`config.mk`:
```
export PLATFORM = sky130hd
export DESIGN_NAME = mem_write_buffer
export DESIGN_NICKNAME = d
export VERILOG_FILES = /design/src/rtl/mem_write_buffer.sv
export SDC_FILE = /design/constraint.sdc
export NUM_CORES = 1
export LEC_CHECK = 0
export BUFFER_PORTS_ARGS = -buffer_cell sky130_fd_sc_hd__buf_2
export CORE_MARGIN = 3
export CORE_UTILIZATION = 50
export CTS_CLUSTER_SIZE = 20
export DETAILED_ROUTE_END_ITERATION = 7
export PLACE_DENSITY = 0.7
export SYNTH_ARGS = -nofsm -noshare
export SYNTH_HDL_FRONTEND = slang
export SYNTH_SLANG_ARGS = --single-unit
```
`constraint.sdc`:
```
create_clock -name clk -period 2.9 [get_ports clk]
set_clock_uncertainty 0.2 [all_clocks]
set_input_delay 0.435 -clock clk [delete_from_list [all_inputs] [get_ports clk]]
set_output_delay 0.435 -clock clk [all_outputs]
set_load 0.02 [all_outputs]
```
`src/rtl/mem_write_buffer.sv`:
```
// Posted-store FIFO between the cache and the memory write port, with address-match
// forwarding (WB_FORWARD_EN defined) or load stall (WB_FORWARD_EN undefined).
module mem_write_buffer #(
  parameter int XLEN         = 32,
  parameter int DEPTH        = 4,
  parameter int WRITE_CYCLES = 1
) (
  input  logic                 clk,
  input  logic                 rst_b,
  input  logic                 wr_valid,
  output logic                 wr_ready,
  input  logic [XLEN-1:0]      wr_addr,
  input  logic [3:0][7:0]      wr_data,
  input  logic                 mem_grant,
  output logic                 mem_busy,
  output logic [XLEN-1:0]      mem_addr,
  output logic [3:0][7:0]      mem_data_in,
  output logic                 mem_write_en,
  input  logic [XLEN-1:0]      rd_addr,
  output logic                 fwd_hit,
  output logic [3:0][7:0]      fwd_data,
  output logic                 rd_stall,
  output logic                 empty,
  output logic                 dbg_state
);

  typedef enum logic {ST_IDLE = 1'b0, ST_WRITE = 1'b1} state_e;

  localparam int AW   = $clog2(DEPTH);
  localparam int CNTW = $clog2(DEPTH + 1);
  localparam int WCW  = (WRITE_CYCLES > 1) ? $clog2(WRITE_CYCLES) : 1;
  localparam logic [CNTW-1:0] DEPTH_C = CNTW'(DEPTH);
  localparam logic [WCW-1:0]  WC_LOAD = WCW'(WRITE_CYCLES - 1);

  // Handshake: a store is accepted on an edge where wr_valid && wr_ready; wr_ready
  // depends on the registered count only, so a full buffer never takes a store.
  logic [XLEN-3:0]  addr_q [DEPTH];
  logic [3:0][7:0]  data_q [DEPTH];
  logic [AW-1:0]    head_q, tail_q;
  logic [CNTW-1:0]  count_q, count_d;
  logic [WCW-1:0]   wcnt_q;
  state_e           state_q;
  logic [XLEN-1:0]  mem_addr_q;
  logic [3:0][7:0]  mem_data_q;
  logic             mem_we_q;
  logic             push, pop;
  logic             any_match;
  logic [AW-1:0]    idx;

  logic unused_addr_bits;
  assign unused_addr_bits = ^{wr_addr[1:0], rd_addr[1:0]};

  assign wr_ready = (count_q < DEPTH_C);
  assign empty    = (count_q == '0);
  assign push     = wr_valid && wr_ready;
  assign pop      = (state_q == ST_WRITE) && (wcnt_q == '0);

  always_comb begin
    count_d = count_q;
    case ({push, pop})
      2'b10:   count_d = count_q + CNTW'(1);
      2'b01:   count_d = count_q - CNTW'(1);
      default: count_d = count_q;
    endcase
  end

  always_ff @(posedge clk) begin
    if (push) begin
      addr_q[tail_q] <= wr_addr[XLEN-1:2];
      data_q[tail_q] <= wr_data;
    end
  end

  // Drain FSM; mem_* outputs are latched on entry to WRITE and cleared on the pop.
  always_ff @(posedge clk or negedge rst_b) begin
    if (!rst_b) begin
      head_q     <= '0;
      tail_q     <= '0;
      count_q    <= '0;
      wcnt_q     <= '0;
      state_q    <= ST_IDLE;
      mem_addr_q <= '0;
      mem_data_q <= '0;
      mem_we_q   <= 1'b0;
    end else begin
      if (push) tail_q <= tail_q + AW'(1);
      if (pop)  head_q <= head_q + AW'(1);
      count_q <= count_d;
      case (state_q)
        ST_IDLE: begin
          if ((count_q != '0) && mem_grant) begin
            state_q    <= ST_WRITE;
            wcnt_q     <= WC_LOAD;
            mem_addr_q <= {addr_q[head_q], 2'b00};
            mem_data_q <= data_q[head_q];
            mem_we_q   <= 1'b1;
          end
        end
        ST_WRITE: begin
          if (wcnt_q == '0) begin
            state_q    <= ST_IDLE;
            mem_addr_q <= '0;
            mem_data_q <= '0;
            mem_we_q   <= 1'b0;
          end else begin
            wcnt_q <= wcnt_q - WCW'(1);
          end
        end
        default: state_q <= ST_IDLE;
      endcase
    end
  end

  assign mem_addr     = mem_addr_q;
  assign mem_data_in  = mem_data_q;
  assign mem_write_en = mem_we_q;
  assign mem_busy     = (state_q == ST_WRITE);
  assign dbg_state    = state_q;

`ifdef WB_FORWARD_EN
  logic [3:0][7:0] young_data;

  // Walk from head to tail so the youngest matching entry overrides older ones.
  always_comb begin
    any_match  = 1'b0;
    young_data = '0;
    idx        = '0;
    for (int i = 0; i < DEPTH; i++) begin
      idx = head_q + AW'(i);
      if ((CNTW'(i) < count_q) && (addr_q[idx] == rd_addr[XLEN-1:2])) begin
        any_match  = 1'b1;
        young_data = data_q[idx];
      end
    end
  end

  assign fwd_hit  = any_match;
  assign fwd_data = young_data;
  assign rd_stall = 1'b0;
`else
  always_comb begin
    any_match = 1'b0;
    idx       = '0;
    for (int i = 0; i < DEPTH; i++) begin
      idx = head_q + AW'(i);
      if ((CNTW'(i) < count_q) && (addr_q[idx] == rd_addr[XLEN-1:2])) begin
        any_match = 1'b1;
      end
    end
  end

  assign fwd_hit  = 1'b0;
  assign fwd_data = '0;
  assign rd_stall = any_match;
`endif

endmodule

```
==> impl_metrics.ini, run 1 <==
[outcome]
status = complete, but fails checks
violations = setup timing

[sta]
final.setup.worst_slack_ps = -984.7
drv_slew = 0
fmax_ghz = 0.2574
period_share_pct = 134.0
slew_headroom_pct = 47.08
rsz0062_at_grt = yes
setup_viol = 1
tightest_slew_ps = 793.8
period_needed_ps = 3885
hold_viol = 0

[synthesis]
synth-simple-area-share_pct = 6.875
ys_ff_latch = 319
synth_top_family_by_area = multiplexers
syn_area_sq_um = 15870
synth_fa_ha_area_share_pct = 0.7096
synth_largest_area_cell = edfxtp_1
async_flop_share_pct = 22.26
avgSynthCellArea_sq_um = 13.91
synth-xor-area-share_pct = 5.574
synth-edff-count = 248
ys_seq_area_share_pct = 58.13
syn_inst = 1141
yosysUniqueCellTypes = 53
synth_top_flop_cell = edfxtp_1
synth_area_leaders = edfxtp_1, mux4_2, dfrtp_1, mux2i_1, nand2_1
yosys.area.top_type_share_pct = 46.93
yosysWarnings = 0
synth_compound_area_share_pct = 6.260
synthMuxAreaShare_pct = 17.87

[cts]
htree_levels = 2
cts_tree = done
clock-sinks = 319
cts-buffers-inserted = 34
path_clk_slew_ps = 60
clockBufferDepth = 3
cts_root_buf = clkbuf_16
clk-insertion-delay-late_ps = 520

[final_layout]
area_growth_pct = 27.99
final_cells = 1948
final_nets = 1633
final_layout_size_suffix_gt1_share_pct = 34.77
final_core_util_pct = 65.71
finalInstanceArea_sq_um = 20310
multi_input_comb_area_sq_um = 6172
n_fill_cell = 2290
seq_area_sq_um = 9233

[global_routing]
grt_pass1_vias = 11359
grt_usage_pct = 26.15
grt_max_degree = 62
antenna_found_initial = 1
grt-ovfl-total = 0
grt_pass1_wl_microns = 67410

[power]
p_per_area_nw_per_um2 = 1030
vdd_drop_max_uv = 538.4
p_leak_nw = 8.039
power_mw = 20.92

[detailed_routing]
drt_iter0_markers = 875
viasPerCell = 5.664
route.detailed.drc = 0
vias = 11034
first_pass_iters = 5
ant_nets = 0
avgRoutedWirePerCell_microns = 22.57
drt_wl_total_microns = 43960

[place]
port_buffers = 163
place_congestion = 0.9726
post_dp_cell_area_sq_um = 18300
pre_cts_slack_ps = -613.6
place_inst = 1813
post-dp-hpwl_microns = 31350

[worst_setup_path]
worstSetupEndpointType = output pin
critical_path.startpoint = head_q[0]
path_max_fanout = 6
r2r_cells = 8
crit_buf_inv = 2
crit_family = simple AND/OR/NAND/NOR gates
r2r_start = count_q[0]
arrival_ps = 3250
required_ps = 2270
start_kind = flop
cp_slowest_stage_delay_ps = 570
crit_chain = buf_12, mux4_2, xor2_1, nor4_2, o2111ai_2, or4_4, o22ai_2, a221o_1, buf_6
slowest_stage = mux4_2
r2r_slack_ps = 440
path_class = reg -> out
reg2reg_to = mem_data_in[23]

[floorplan]
num_rows = 64
core_sq_um = 30910
start_util_pct = 51.34
die_area_sq_um = 33910
io_pins = 203
die_h_microns = 184.2
die_x_microns = 184.2

[worst_hold_path]
hold-path-endpoint = tail_q[0]
hp-class = in -> reg
hold_depth = 4
holdCritStartpoint = wr_valid

[run]
maxCapViolations = 0
==> power breakdown <==
part	internal, mW	leakage (nW)	switching [mW]
combinational	4.68	4.31	5.35
clock	2.65	0.564	1.77
sequential	5.97	3.16	0.498
==> tightest hold or removal path: stages <==
cell and delay (ps):
buf_2 70, nor2b_1 110, buf_4 160, xnor2_1 80
==> cells by family after synthesis <==
group / after synthesis
flip-flops: 319
multiplexers: 175
AND/OR/NAND/NOR: 247
adder cells (fa/ha/maj): 9
other: 1
buffers and inverters: 127
XOR/XNOR: 101
AO/OA/AOI/OAI: 162
==> per-layer routing <==
metal	vias up	track usage (%)	share of wire [%]
met5	-	0	0
met4	0	6.894	2.5
met3	70	3.789	5.7
met2	421	44.57	50
met1	5539	35.72	42
li1	5004	-	-
==> synthesized netlist by cell type (4+ instances only) <==
| library cell | n |
|---|---|
| xor2_1 | 39 |
| nor2b_1 | 11 |
| nand4_1 | 13 |
| nand3_1 | 5 |
| buf_4 | 49 |
| mux2i_1 | 83 |
| o2111ai_1 | 7 |
| edfxtp_1 | 248 |
| a21oi_1 | 82 |
| buf_6 | 6 |
| o211ai_1 | 4 |
| and2_1 | 8 |
| a2111oi_0 | 4 |
| inv_1 | 11 |
| nor2_1 | 24 |
| dfrtp_1 | 71 |
| mux4_2 | 86 |
| nor4_1 | 8 |
| o21ai_0 | 21 |
| buf_1 | 11 |
| nor3_1 | 5 |
| ha_1 | 9 |
| xnor2_1 | 62 |
| clkbuf_1 | 35 |
| a211oi_1 | 9 |
| o221ai_1 | 5 |
| a22oi_1 | 9 |
| buf_2 | 15 |
| o22ai_1 | 5 |
| mux2_2 | 6 |
| nand2_1 | 161 |
==> cell usage in the layout (no fill, tap or decap), types with 4 or more instances in the layout <==
master | netlist | routed
and2_2 | 0 | 4
xnor2_1 | 62 | 58
nor4_1 | 8 | 6
inv_1 | 11 | 11
nand2_1 | 161 | 161
mux2i_1 | 83 | 80
nor2_1 | 24 | 23
mux2_2 | 6 | 6
dlygate4sd3_1 | 0 | 63
conb_1 | 1 | 35
clkbuf_8 | 0 | 5
buf_12 | 0 | 15
clkbuf_1 | 35 | 7
a211oi_1 | 9 | 9
a21oi_1 | 82 | 81
mux4_2 | 86 | 86
nor3_1 | 5 | 5
a22oi_1 | 9 | 9
edfxtp_1 | 248 | 248
o211ai_1 | 4 | 4
o2111ai_1 | 7 | 6
and2_1 | 8 | 4
o221ai_1 | 5 | 5
o22ai_1 | 5 | 4
ha_1 | 9 | 9
clkbuf_16 | 0 | 37
nand4_1 | 13 | 13
xor2_1 | 39 | 39
buf_2 | 15 | 161
xnor2_2 | 0 | 4
dfrtp_1 | 71 | 68
nor2b_1 | 11 | 10
nand3_1 | 5 | 5
buf_4 | 49 | 185
o21ai_0 | 21 | 21
==> repair_timing <==
action / 4_1_cts / 5_1_grt
setup endpoints to repair: 1 / 1
cloned: 1 / 0
pin swaps: 1 / 2
resized for setup: 14 / 13
hold buffers: 63 / 0
hold endpoints to repair: 303 / 0
buffers inserted: 7 / 0
==> worst max path at each step <==
stage | cells past startpoint | to
detailed placement | 9 | rd_stall
CTS | 10 | rd_stall
global route | 10 | rd_stall
global placement | 9 | rd_stall
finish | 9 | rd_stall
floorplan | 9 | rd_stall
==> area by class of cell <==
| class | instances | area share (%) |
|---|---|---|
| sequential | 319 | 45.46 |
| multi-input combinational | 729 | 30.39 |
| timing repair buffer | 429 | 15.79 |
| clock buffer | 49 | 5.027 |
| tap | 396 | 2.439 |
| clock inverter | 13 | 0.6715 |
| inverter | 11 | 0.2033 |
| antenna | 2 | 0.02464 |
==> flip-flops by register name (all words and copies together) (netlist names) <==
signal	cells
mem_data_in	32
mem_addr	30
head_q	2
tail_q	2
data_q	128
addr_q	120
dbg_state	1
count_q	3
mem_write_en	1
==> per-stage QoR <==
step | setup TNS [ps] | hold slack [ps]
after global routing | -1099 | 232.7
final | -984.7 | 178.7
after CTS | -980.9 | 156.9
after floorplan | 0 | -60.59
after global placement | -570.5 | 278.4
after detailed placement | -613.6 | 293.4
Power figures use the tool's default switching activity.
==> run 2: changes to the inputs <==
--- a/config.mk
+++ b/config.mk
@@ -6,11 +6,10 @@
 export NUM_CORES = 1
 export LEC_CHECK = 0
 export BUFFER_PORTS_ARGS = -buffer_cell sky130_fd_sc_hd__buf_2
-export CORE_MARGIN = 3
 export CORE_UTILIZATION = 50
 export CTS_CLUSTER_SIZE = 20
 export DETAILED_ROUTE_END_ITERATION = 7
-export PLACE_DENSITY = 0.7
+export PLACE_DENSITY = 0.67
 export SYNTH_ARGS = -nofsm -noshare
 export SYNTH_HDL_FRONTEND = slang
 export SYNTH_SLANG_ARGS = --single-unit
==> constraint.sdc (replaced) <==
create_clock -name clk -period 4.23 [get_ports clk]
set_clock_uncertainty 0.2 [all_clocks]
set_input_delay 0.6345 -clock clk [delete_from_list [all_inputs] [get_ports clk]]
set_output_delay 0.6345 -clock clk [all_outputs]
set_load 0.02 [all_outputs]
==> run 2 against run 1 <==
Against the previous run: the flow now finishes without violations; clock power decreased by 36%; global-route usage shrank 0.77 points; count of clock-buffer cells in the layout rose by 5; hold slack lost 110 ps; sequential cell count unchanged; critical path depth unchanged; sequential share of layout area increased by 4.5 points; first-iteration DRC count decreased by 9.8%; critical endpoint unchanged.
==> impl_metrics.ini, run 2 (same netlist as run 1, synthesis figures left out) <==
[cts]
clk-insertion-delay-late_ps = 520
clock-sinks = 319
path_clk_slew_ps = 60
cts_hold_buffers = 0
cts-buffers-inserted = 36
htree_levels = 2
cts_tree = done
cts_root_buf = clkbuf_16
clockBufferDepth = 3

[detailed_routing]
drt_wl_total_microns = 41180
route.detailed.drc = 0
viasPerCell = 5.888
ant_nets = 0
avgRoutedWirePerCell_microns = 23.42
drt_iter0_markers = 789
first_pass_iters = 5
vias = 10351

[floorplan]
num_rows = 64
start_util_pct = 51.34
core_sq_um = 30910
die_h_microns = 180.2
die_x_microns = 180.2
die_area_sq_um = 32450
io_pins = 203

[global_routing]
grt_max_degree = 72
antenna_found_initial = 6
grt_pass1_vias = 10217
grt-ovfl-total = 0
grt_usage_pct = 25.37
grt_pass1_wl_microns = 61660

[sta]
tightest_slew_ps = 969.4
setup_viol = 0
drv_slew = 0
rsz0062_at_grt = yes
hold_viol = 0
setup_tns_ps = 0
period_needed_ps = 4195
period_share_pct = 99.18
slew_headroom_pct = 35.37
fmax_ghz = 0.2384

[worst_setup_path]
crit_family = simple AND/OR/NAND/NOR gates
slowest_stage = mux4_2
start_kind = flop
path_class = reg -> out
cp_slowest_stage_delay_ps = 590
crit_buf_inv = 2
required_ps = 3400
worstSetupEndpointType = output pin
arrival_ps = 3360
crit_chain = buf_12, mux4_2, xor2_1, nor4_2, o2111ai_1, or4_1, o22ai_2, a221o_1, buf_6
path_max_fanout = 5

[outcome]
status = complete, no violations

[power]
p_per_area_nw_per_um2 = 722.8
vdd_drop_max_uv = 501.0
p_leak_nw = 7.041
power_mw = 13.37

[final_layout]
final_common_cell = edfxtp_1
top_register = data_q
n_fill_cell = 2445
finalInstanceArea_sq_um = 18500
final_core_util_pct = 59.84
largest_reg_flops = 128
final_layout_size_suffix_gt1_share_pct = 29.14
mostFrequentLayoutCells = edfxtp_1, nand2_1, buf_2
area_growth_pct = 16.56
final_cells = 1758
final_nets = 1442

[place]
port_buffers = 163
place_congestion = 0.9717
post-dp-hpwl_microns = 28320
post_dp_cell_area_sq_um = 17140
place_inst = 1675

[worst_hold_path]
hp-class = in -> async

[run]
maxCapViolations = 0
==> run 2: cell types whose count changed in the layout (fill, tap and decap cells not counted), sizes merged, moves of 3 or more <==
cell / previous run / this run
clkbuf: 49 / 57
clkinv: 6 / 9
buf: 365 / 233
dlygate4sd3: 63 / 0
==> run 2: path summary, 6_finish.rpt <==
kind / from / slack (ps) / depth (start not counted) / end
worst max-delay path: head_q[0] / 30 / 9 / rd_stall
worst min-delay path: rst_b / 70 / 1 / mem_data_in[0]
worst max register to register: count_q[0] / 1650 / 7 / mem_addr[31]
worst min register to register: mem_write_en / 300 / 2 / mem_write_en
max in group asynchronous: rst_b / 3030 / 1 / head_q[0]
min in group clk: wr_addr[19] / 120 / 1 / addr_q[2][17]
==> run 2: layout make-up <==
type | count | area [sq um] | area share (%)
Sequential cell | 319 | 9233 | 49.92
Multi-Input combinational cell | 729 | 6143 | 33.21
Timing Repair Buffer | 236 | 1525 | 8.246
Clock buffer | 54 | 988.4 | 5.344
Tap cell | 396 | 495.5 | 2.679
Clock inverter | 10 | 62.56 | 0.3382
Inverter | 11 | 41.29 | 0.2232
Antenna cell | 3 | 7.507 | 0.04059
==> run 2: where the power goes <==
part | internal (mW) | switching, mW | total [mW]
Combinational | 2.62 | 3.46 | 6.09
Clock | 1.62 | 1.20 | 2.82
Sequential | 4.09 | 0.375 | 4.47
==> run 2: per-stage QoR <==
stage / hold WS, ps / setup slack, ps
3_5_place_dp: 282.5 / 273.8
5_1_grt: 113.8 / -11.61
2_1_floorplan: 138.9 / 1125
3_3_place_gp: 277.1 / 260.2
4_1_cts: 109.5 / 9.886
6_report: 73.22 / 34.58
==> run 2: what timing repair did <==
item / CTS / global route
setup endpoints to repair: 1 / 1
gates resized for setup: 5 / 20
gates cloned: 0 / 2
pin swaps: 1 / 4
setup buffers: 8 / 6
==> run 2: routing by layer <==
metal | up-vias | global-route usage [%] | share of wire [%]
li1 | 4626 | - | -
met1 | 5224 | 34.85 | 43
met2 | 402 | 40.53 | 47
met3 | 93 | 4.972 | 6.6
met4 | 6 | 9.094 | 3.3
met5 | - | 0 | 0.087
